==> config.mk <==
export PLATFORM = sky130hd
export DESIGN_NAME = mem_arbiter
export DESIGN_NICKNAME = d
export VERILOG_FILES = /design/src/rtl/mem_arbiter_pkg.sv /design/src/rtl/mem_arbiter_arb_pick.sv /design/src/rtl/mem_arbiter.sv
export SDC_FILE = /design/constraint.sdc
export NUM_CORES = 1
export LEC_CHECK = 0
export ABC_AREA = 1
export BUFFER_PORTS_ARGS = -buffer_cell sky130_fd_sc_hd__buf_2
export CAP_MARGIN = 20
export CORE_AREA = 2 2 287 289
export DETAILED_ROUTE_END_ITERATION = 10
export DIE_AREA = 0 0 289 291
export GPL_TIMING_DRIVEN = 1
export PLACE_DENSITY = 0.3
export SLEW_MARGIN = 20
export SYNTH_ARGS = -nofsm -noshare
export SYNTH_HDL_FRONTEND = slang
export SYNTH_SLANG_ARGS = --single-unit
==> constraint.sdc <==
create_clock -name clk -period 3.5 [get_ports clk]
set_clock_uncertainty 0.1 [all_clocks]
set_input_delay 0.7 -clock clk [delete_from_list [all_inputs] [get_ports clk]]
set_output_delay 0.7 -clock clk [all_outputs]
set_load 0.01 [all_outputs]
==> src/rtl/mem_arbiter_pkg.sv <==
// mem_arbiter_pkg: state encoding, grant encoding and default widths for the memory-port arbiter.
package mem_arbiter_pkg;

    localparam int ARB_ADDR_W = 28;
    localparam int ARB_LINE_W = 128;

    typedef enum logic [1:0] {
        ARB_IDLE   = 2'd0,
        ARB_I_BUSY = 2'd1,
        ARB_D_BUSY = 2'd2
    } arb_state_e;

    typedef enum logic {
        GNT_I = 1'b0,
        GNT_D = 1'b1
    } arb_grant_e;

endpackage

==> src/rtl/mem_arbiter_arb_pick.sv <==
// arb_pick: combinational winner select between I- and D-cache requests.
module arb_pick
    import mem_arbiter_pkg::*;
(
    input  logic       i_req,
    input  logic       d_req,
    input  arb_grant_e last_grant,
    output logic       gnt_i,
    output logic       gnt_d
);

    // On conflict the cache not granted last wins.
    assign gnt_d = d_req & (~i_req | (last_grant == GNT_I));
    assign gnt_i = i_req & ~gnt_d;

endmodule

==> src/rtl/mem_arbiter.sv <==
// mem_arbiter: shares one 128-bit memory port between I-cache and D-cache, one transaction in flight.
// ARB_ROUND_ROBIN_EN selects round-robin arbitration; otherwise the D-cache has fixed priority.
module mem_arbiter
    import mem_arbiter_pkg::*;
#(
    parameter int ADDR_W = ARB_ADDR_W,
    parameter int LINE_W = ARB_LINE_W
)(
    input  logic              clk,
    input  logic              proc_reset,
    input  logic              i_read,
    input  logic [ADDR_W-1:0] i_addr,
    output logic [LINE_W-1:0] i_rdata,
    output logic              i_ready,
    input  logic              d_read,
    input  logic              d_write,
    input  logic [ADDR_W-1:0] d_addr,
    input  logic [LINE_W-1:0] d_wdata,
    output logic [LINE_W-1:0] d_rdata,
    output logic              d_ready,
    output logic              mem_read,
    output logic              mem_write,
    output logic [ADDR_W-1:0] mem_addr,
    output logic [LINE_W-1:0] mem_wdata,
    input  logic [LINE_W-1:0] mem_rdata,
    input  logic              mem_ready
);

    arb_state_e        state_q, state_d;
    logic              mem_read_q, mem_read_d;
    logic              mem_write_q, mem_write_d;
    logic [ADDR_W-1:0] mem_addr_q, mem_addr_d;
    logic [LINE_W-1:0] mem_wdata_q, mem_wdata_d;
    logic              gnt_i, gnt_d;
    logic              idle;
    arb_grant_e        last_grant;

    assign idle = (state_q == ARB_IDLE);

`ifdef ARB_ROUND_ROBIN_EN
    arb_grant_e last_grant_q;

    always_ff @(posedge clk) begin
        if (proc_reset)
            last_grant_q <= GNT_D;
        else if (idle && (gnt_i || gnt_d))
            last_grant_q <= gnt_d ? GNT_D : GNT_I;
    end

    assign last_grant = last_grant_q;
`else
    // Pretending I was granted last makes the picker always favour D.
    assign last_grant = GNT_I;
`endif

    arb_pick u_pick (
        .i_req      (i_read),
        .d_req      (d_read | d_write),
        .last_grant (last_grant),
        .gnt_i      (gnt_i),
        .gnt_d      (gnt_d)
    );

    always_comb begin
        state_d     = state_q;
        mem_read_d  = mem_read_q;
        mem_write_d = mem_write_q;
        mem_addr_d  = mem_addr_q;
        mem_wdata_d = mem_wdata_q;
        if (idle) begin
            if (gnt_i || gnt_d) begin
                state_d     = gnt_d ? ARB_D_BUSY : ARB_I_BUSY;
                mem_addr_d  = gnt_d ? d_addr : i_addr;
                mem_wdata_d = gnt_d ? d_wdata : '0;
                // An illegal read+write request is served as a write.
                mem_write_d = gnt_d & d_write;
                mem_read_d  = gnt_i | (gnt_d & ~d_write);
            end
        end else if (mem_ready) begin
            state_d     = ARB_IDLE;
            mem_read_d  = 1'b0;
            mem_write_d = 1'b0;
        end
    end

    always_ff @(posedge clk) begin
        if (proc_reset) begin
            state_q     <= ARB_IDLE;
            mem_read_q  <= 1'b0;
            mem_write_q <= 1'b0;
            mem_addr_q  <= '0;
            mem_wdata_q <= '0;
        end else begin
            state_q     <= state_d;
            mem_read_q  <= mem_read_d;
            mem_write_q <= mem_write_d;
            mem_addr_q  <= mem_addr_d;
            mem_wdata_q <= mem_wdata_d;
        end
    end

    assign mem_read  = mem_read_q;
    assign mem_write = mem_write_q;
    assign mem_addr  = mem_addr_q;
    assign mem_wdata = mem_wdata_q;

    assign i_ready = (state_q == ARB_I_BUSY) & mem_ready;
    assign d_ready = (state_q == ARB_D_BUSY) & mem_ready;
    assign i_rdata = i_ready ? mem_rdata : '0;
    assign d_rdata = d_ready ? mem_rdata : '0;

endmodule

**Word level (Yosys, flattened, before mapping)**

Index checks and enable logic that the tools add are counted.

- Flip-flop bits (word level): 160
- Output and inout bits: 416
- Latch bits: 0
- Input bits: 318
- Bits in read-only memories: 0
- Bits in writable memories: 0
- Memories: 0
- Logic and storage cells: 35

- Eq/ne operators: 3
- Bitwise logic cells: 9
- Add/subtract/negate cells: 0
- Magnitude comparators: 0
- $mul: 0
- Shifts and indexed selects: 0
- Mux-type cells: 13
- Reduce and logical (&&, ||, !) cells: 5
- Divide/modulo/power cells: 0

Operators with widths:

| cell | count |
|---|---|
| 2-to-1 mux 128 bit | 3 |
| 2-to-1 mux 28 bit | 1 |
| 2-to-1 mux 2 bit | 4 |
| bitwise AND 1 bit | 5 |
| 2-to-1 mux 1 bit | 5 |
| AND reduction 2 bit | 2 |
| == test 2 x 1 -> 1 bit (second input constant) | 1 |
| == test 2 bit (second input constant) | 1 |
| zero test 2 bit | 1 |
| inequality test 2 x 1 -> 1 bit (second input constant) | 1 |
| NOT 1 bit | 2 |
| OR 1 bit | 2 |
| nonzero test 2 bit | 1 |
| logical OR 1 bit | 1 |

**Logic depth before layout (Yosys ltp)**

- Depth after elaboration: 6
- Mapped depth: 8
- Mapped depth without buffers: 7

**Hierarchy**

From an unflattened synthesis, not the netlist that was laid out.

- Cell total of the unflattened synthesis: 1217
- Area, all modules: 7621.1 um^2

Modules (own cells, without submodules):

| module | seq. area each (um^2) | area an instance (um^2) | instances | cells each |
|---|---|---|---|---|
| mem_arbiter | 3203.1 | 7593.5 | 1 | 1213 |
| arb_pick | 0.0 | 27.5 | 1 | 4 |

**Least setup slack after synthesis**

Ideal clock, no wire load.

- Path kind: input -> output
- Start point: input mem_ready
- End point: output d_rdata[102]
- Buffers on the path: 2
- Stages on the path: 6
- Slack: 1.142 ns
- Required time: 2.700 ns
- Data arrival time: 1.558 ns
- Cell sequence: inv_1 > nor3_2 > inv_1 > buf_2 > buf_2 > nor2_1

- Word-level cells in the longest chain between the ends: 2

RTL lines:

| element | line | text |
|---|---|---|
| start, declared | mem_arbiter.sv:26 | `input logic mem_ready` |
| bitwise AND 1 bit | mem_arbiter.sv:108 | `assign d_ready = (state_q == ARB_D_BUSY) & mem_ready;` |
| via d_ready | mem_arbiter.sv:20 | `output logic d_ready,` |
| 2-to-1 mux 128 bit | mem_arbiter.sv:110 | `assign d_rdata = d_ready ? mem_rdata : '0;` |
| end, declared | mem_arbiter.sv:19 | `output logic [LINE_W-1:0] d_rdata,` |

The timed path passes the listed nets, and every way through them passes these cells.

**Worst setup path in the final report**

- Start point: register state_q[1]
- End point: output d_rdata[96]

- Word-level cells in the longest chain between the ends: 3

RTL lines:

| element | line | text |
|---|---|---|
| start, declared | mem_arbiter.sv:29 | `arb_state_e state_q, state_d;` |
| start signal, assigned | mem_arbiter.sv:94 | `state_q <= state_d;` |
| == test 2 bit | mem_arbiter.sv:108 |  |
| bitwise AND 1 bit | mem_arbiter.sv:108 |  |
| 2-to-1 mux 128 bit | mem_arbiter.sv:110 |  |

Every way passes these cells.

==> run metrics <==
global-route wire length before repair 77100 um; Reg clk slew, reported paths 0.08 ns; post-synthesis cell count 1217; Num CTS Buffers 17; synthesized area per cell 6.37 um^2; DRT Pass-1 Iters 4; Vias/cell 3.39; unrepaired setup endpoints after global routing false; Fin. Hold Viols 0; Tcrit/Tclk final 81.0%; xor/xnor cell area share of the yosys netlist 0%; highest clock rate 353 MHz; vias 10.1k; CP max FO 61; # setup viols final 0; area grow syn2layout 67.0%; mux cell area share after synthesis 0%; leakage 0.00744 uW; GP Congestion 0.902; wire per inst 19.3 um; worst reg2reg startpoint state_q[1]; beginning of the worst hold path mem_wdata[89]; synthesized area 0.00776 mm^2; proportion of layout cells with a drive suffix above 1 42.3%; max cap viols 0; Worst Hold Class reg -> reg; Netlist cell types 15; status finished, final reports clean; placed instance count 2949; post-route minimum period 2.83 ns; Tot Pwr 5290 uW; Sum Neg Setup Slack 0 ns; total grt overflow 0; reg2reg path depth 6; DRC viols 0; Final Non-Filler Cells 2987; Slew Limit Headroom 53.3%; worst slew pin tran 0.700 ns; Initial Utilization 9.55%; CP Launch Type register; initial antenna violation count 33; TritonCTS clock tree yes; clk buf depth 2; max-slew violation count 0; clock latency on the worst-skew pair 0.46 ns; Layout Nets 2216; CTS Hold Bufs 0; GRT Overall Usage 13.1%; syn nets 1535; largest net degree at the start of global routing 98; adder-cell area share of the yosys netlist 0%; Die W 289 um; First DRT Iteration DRCs 486; WP data required 2.70 ns; largest family of logic cells by synthesized area simple AND/OR/NAND/NOR gates; end of the worst hold path mem_wdata[89]; post-place setup slack 0.712 ns; FF+latch count, synth 160; die area 0.0841 mm^2; Routed WL 57700 um; CTS HTree Levels 4; Core Area 0.0812 mm^2; CTS sink cnt 160; clock root cell clkbuf_16; worst path arrival time 2.03 ns; flop-to-flop setup slack 1.37 ns; Routed Antenna Nets 0; cts repair resizes 0; register area share after synthesis 41.3%; post-DP HPWL 48400 um; post-synthesis compound-gate area fraction 10.8%; Synth Area in Simple Gates 33.0%; yosys warns 0; PwrDens 409 mW/mm^2; row cnt 105; Setup WS post-layout 0.666 ns; vias in the first global route 9940; Ports 734; postcts setup bufs 0; critical path type reg -> out; peak supply drop 333 uV; die extent in y 291 um; IO buf count 733; RR Endpoint mem_wdata[87]; Crit. End Element output port; hold path depth 2
[critical path: stages (launching register included)]
cell     delay [ns]
dfxtp_1        0.43
inv_1          0.07
nor3_2         0.28
inv_4          0.23
buf_12         0.27
nor2_1         0.12
buf_2          0.14
[cells by family (layout without fill, tap and decap cells)]
group                  Yosys count  in the layout
AO/OA/AOI/OAI                  160            160
buffers and inverters          226            920
other                            0              6
flip-flops                     160            160
AND/OR/NAND/NOR                671            671
[area by class of cell]
type | instances | area (um^2)
diodes | 6 | 15.0
clock buffers | 18 | 439
clock inverters | 14 | 143
fillers | 9536 | 68200
inverters | 140 | 533
multi-input cells | 831 | 3410
flip-flops and latches | 160 | 3200
well taps | 1070 | 1340
repair buffers | 748 | 3870
[placed cells by master, fill, tap and decap left out]
master / n
a21oi_1: 150
a21oi_2: 10
buf_12: 7
buf_2: 732
buf_4: 8
buf_6: 1
bufinv_16: 1
clkbuf_16: 17
clkbuf_8: 1
clkinv_2: 2
clkinv_4: 1
clkinvlp_4: 3
dfxtp_1: 160
diode_2: 6
inv_1: 137
inv_4: 3
inv_6: 3
inv_8: 4
nand2_1: 397
nand2_2: 10
nand2_4: 1
nor2_1: 259
nor2_2: 2
nor3_2: 2
[layer usage]
metal,wire length [um],GRT usage (%),vias up
met3,4010,3.29,86
met2,31900,25.9,451
met5,41,0,-
met1,19800,12.6,4606
met4,1930,5.07,6
li1,-,-,4986
[how the worst max path moves through the flow]
stage,start,end,slack [ns],cells past startpoint
finish,state_q[1],d_rdata[96],0.67,6
global route,state_q[1],d_rdata[69],0.51,6
CTS,state_q[1],d_rdata[92],0.60,6
detailed placement,mem_ready,d_rdata[92],0.71,7
global placement,mem_ready,d_rdata[6],0.76,7
floorplan,mem_ready,d_rdata[102],1.14,6
[power breakdown]
group	total [uW]	switching (uW)	internal, uW	leakage (uW)
Clock	1930	910	1020	0.000281
Combinational	1310	840	468	0.00584
Sequential	2050	77.7	1980	0.00132
[per-stage QoR]
stage | hold WS [ns] | util, % | cell area, um^2
global placement | 0.346 | 15.2 | 12400
finish | 0.359 | 16.0 | 13000
floorplan | 0.384 | - | 7760
global route | 0.353 | 15.9 | 12900
CTS | 0.337 | 15.9 | 12900
detailed placement | 0.352 | 15.2 | 12400
[sequential cells by signal, indices dropped and copies added (netlist names)]
| name | count |
|---|---|
| mem_write | 1 |
| state_q | 2 |
| mem_read | 1 |
| mem_addr | 28 |
| mem_wdata | 128 |
[synthesized netlist by cell type]
cell type / n / area share, %
a21oi_1: 150 / 9.7
a21oi_2: 10 / 1.1
buf_2: 30 / 1.9
buf_4: 5 / 0.48
buf_6: 32 / 4.6
buf_8: 1 / 0.19
clkbuf_1: 18 / 0.87
dfxtp_1: 160 / 41
inv_1: 138 / 6.7
inv_2: 2 / 0.097
nand2_1: 398 / 19
nand2_2: 10 / 0.81
nor2_1: 260 / 13
nor2_2: 1 / 0.081
nor3_2: 2 / 0.26
Power figures use the tool's default switching activity.
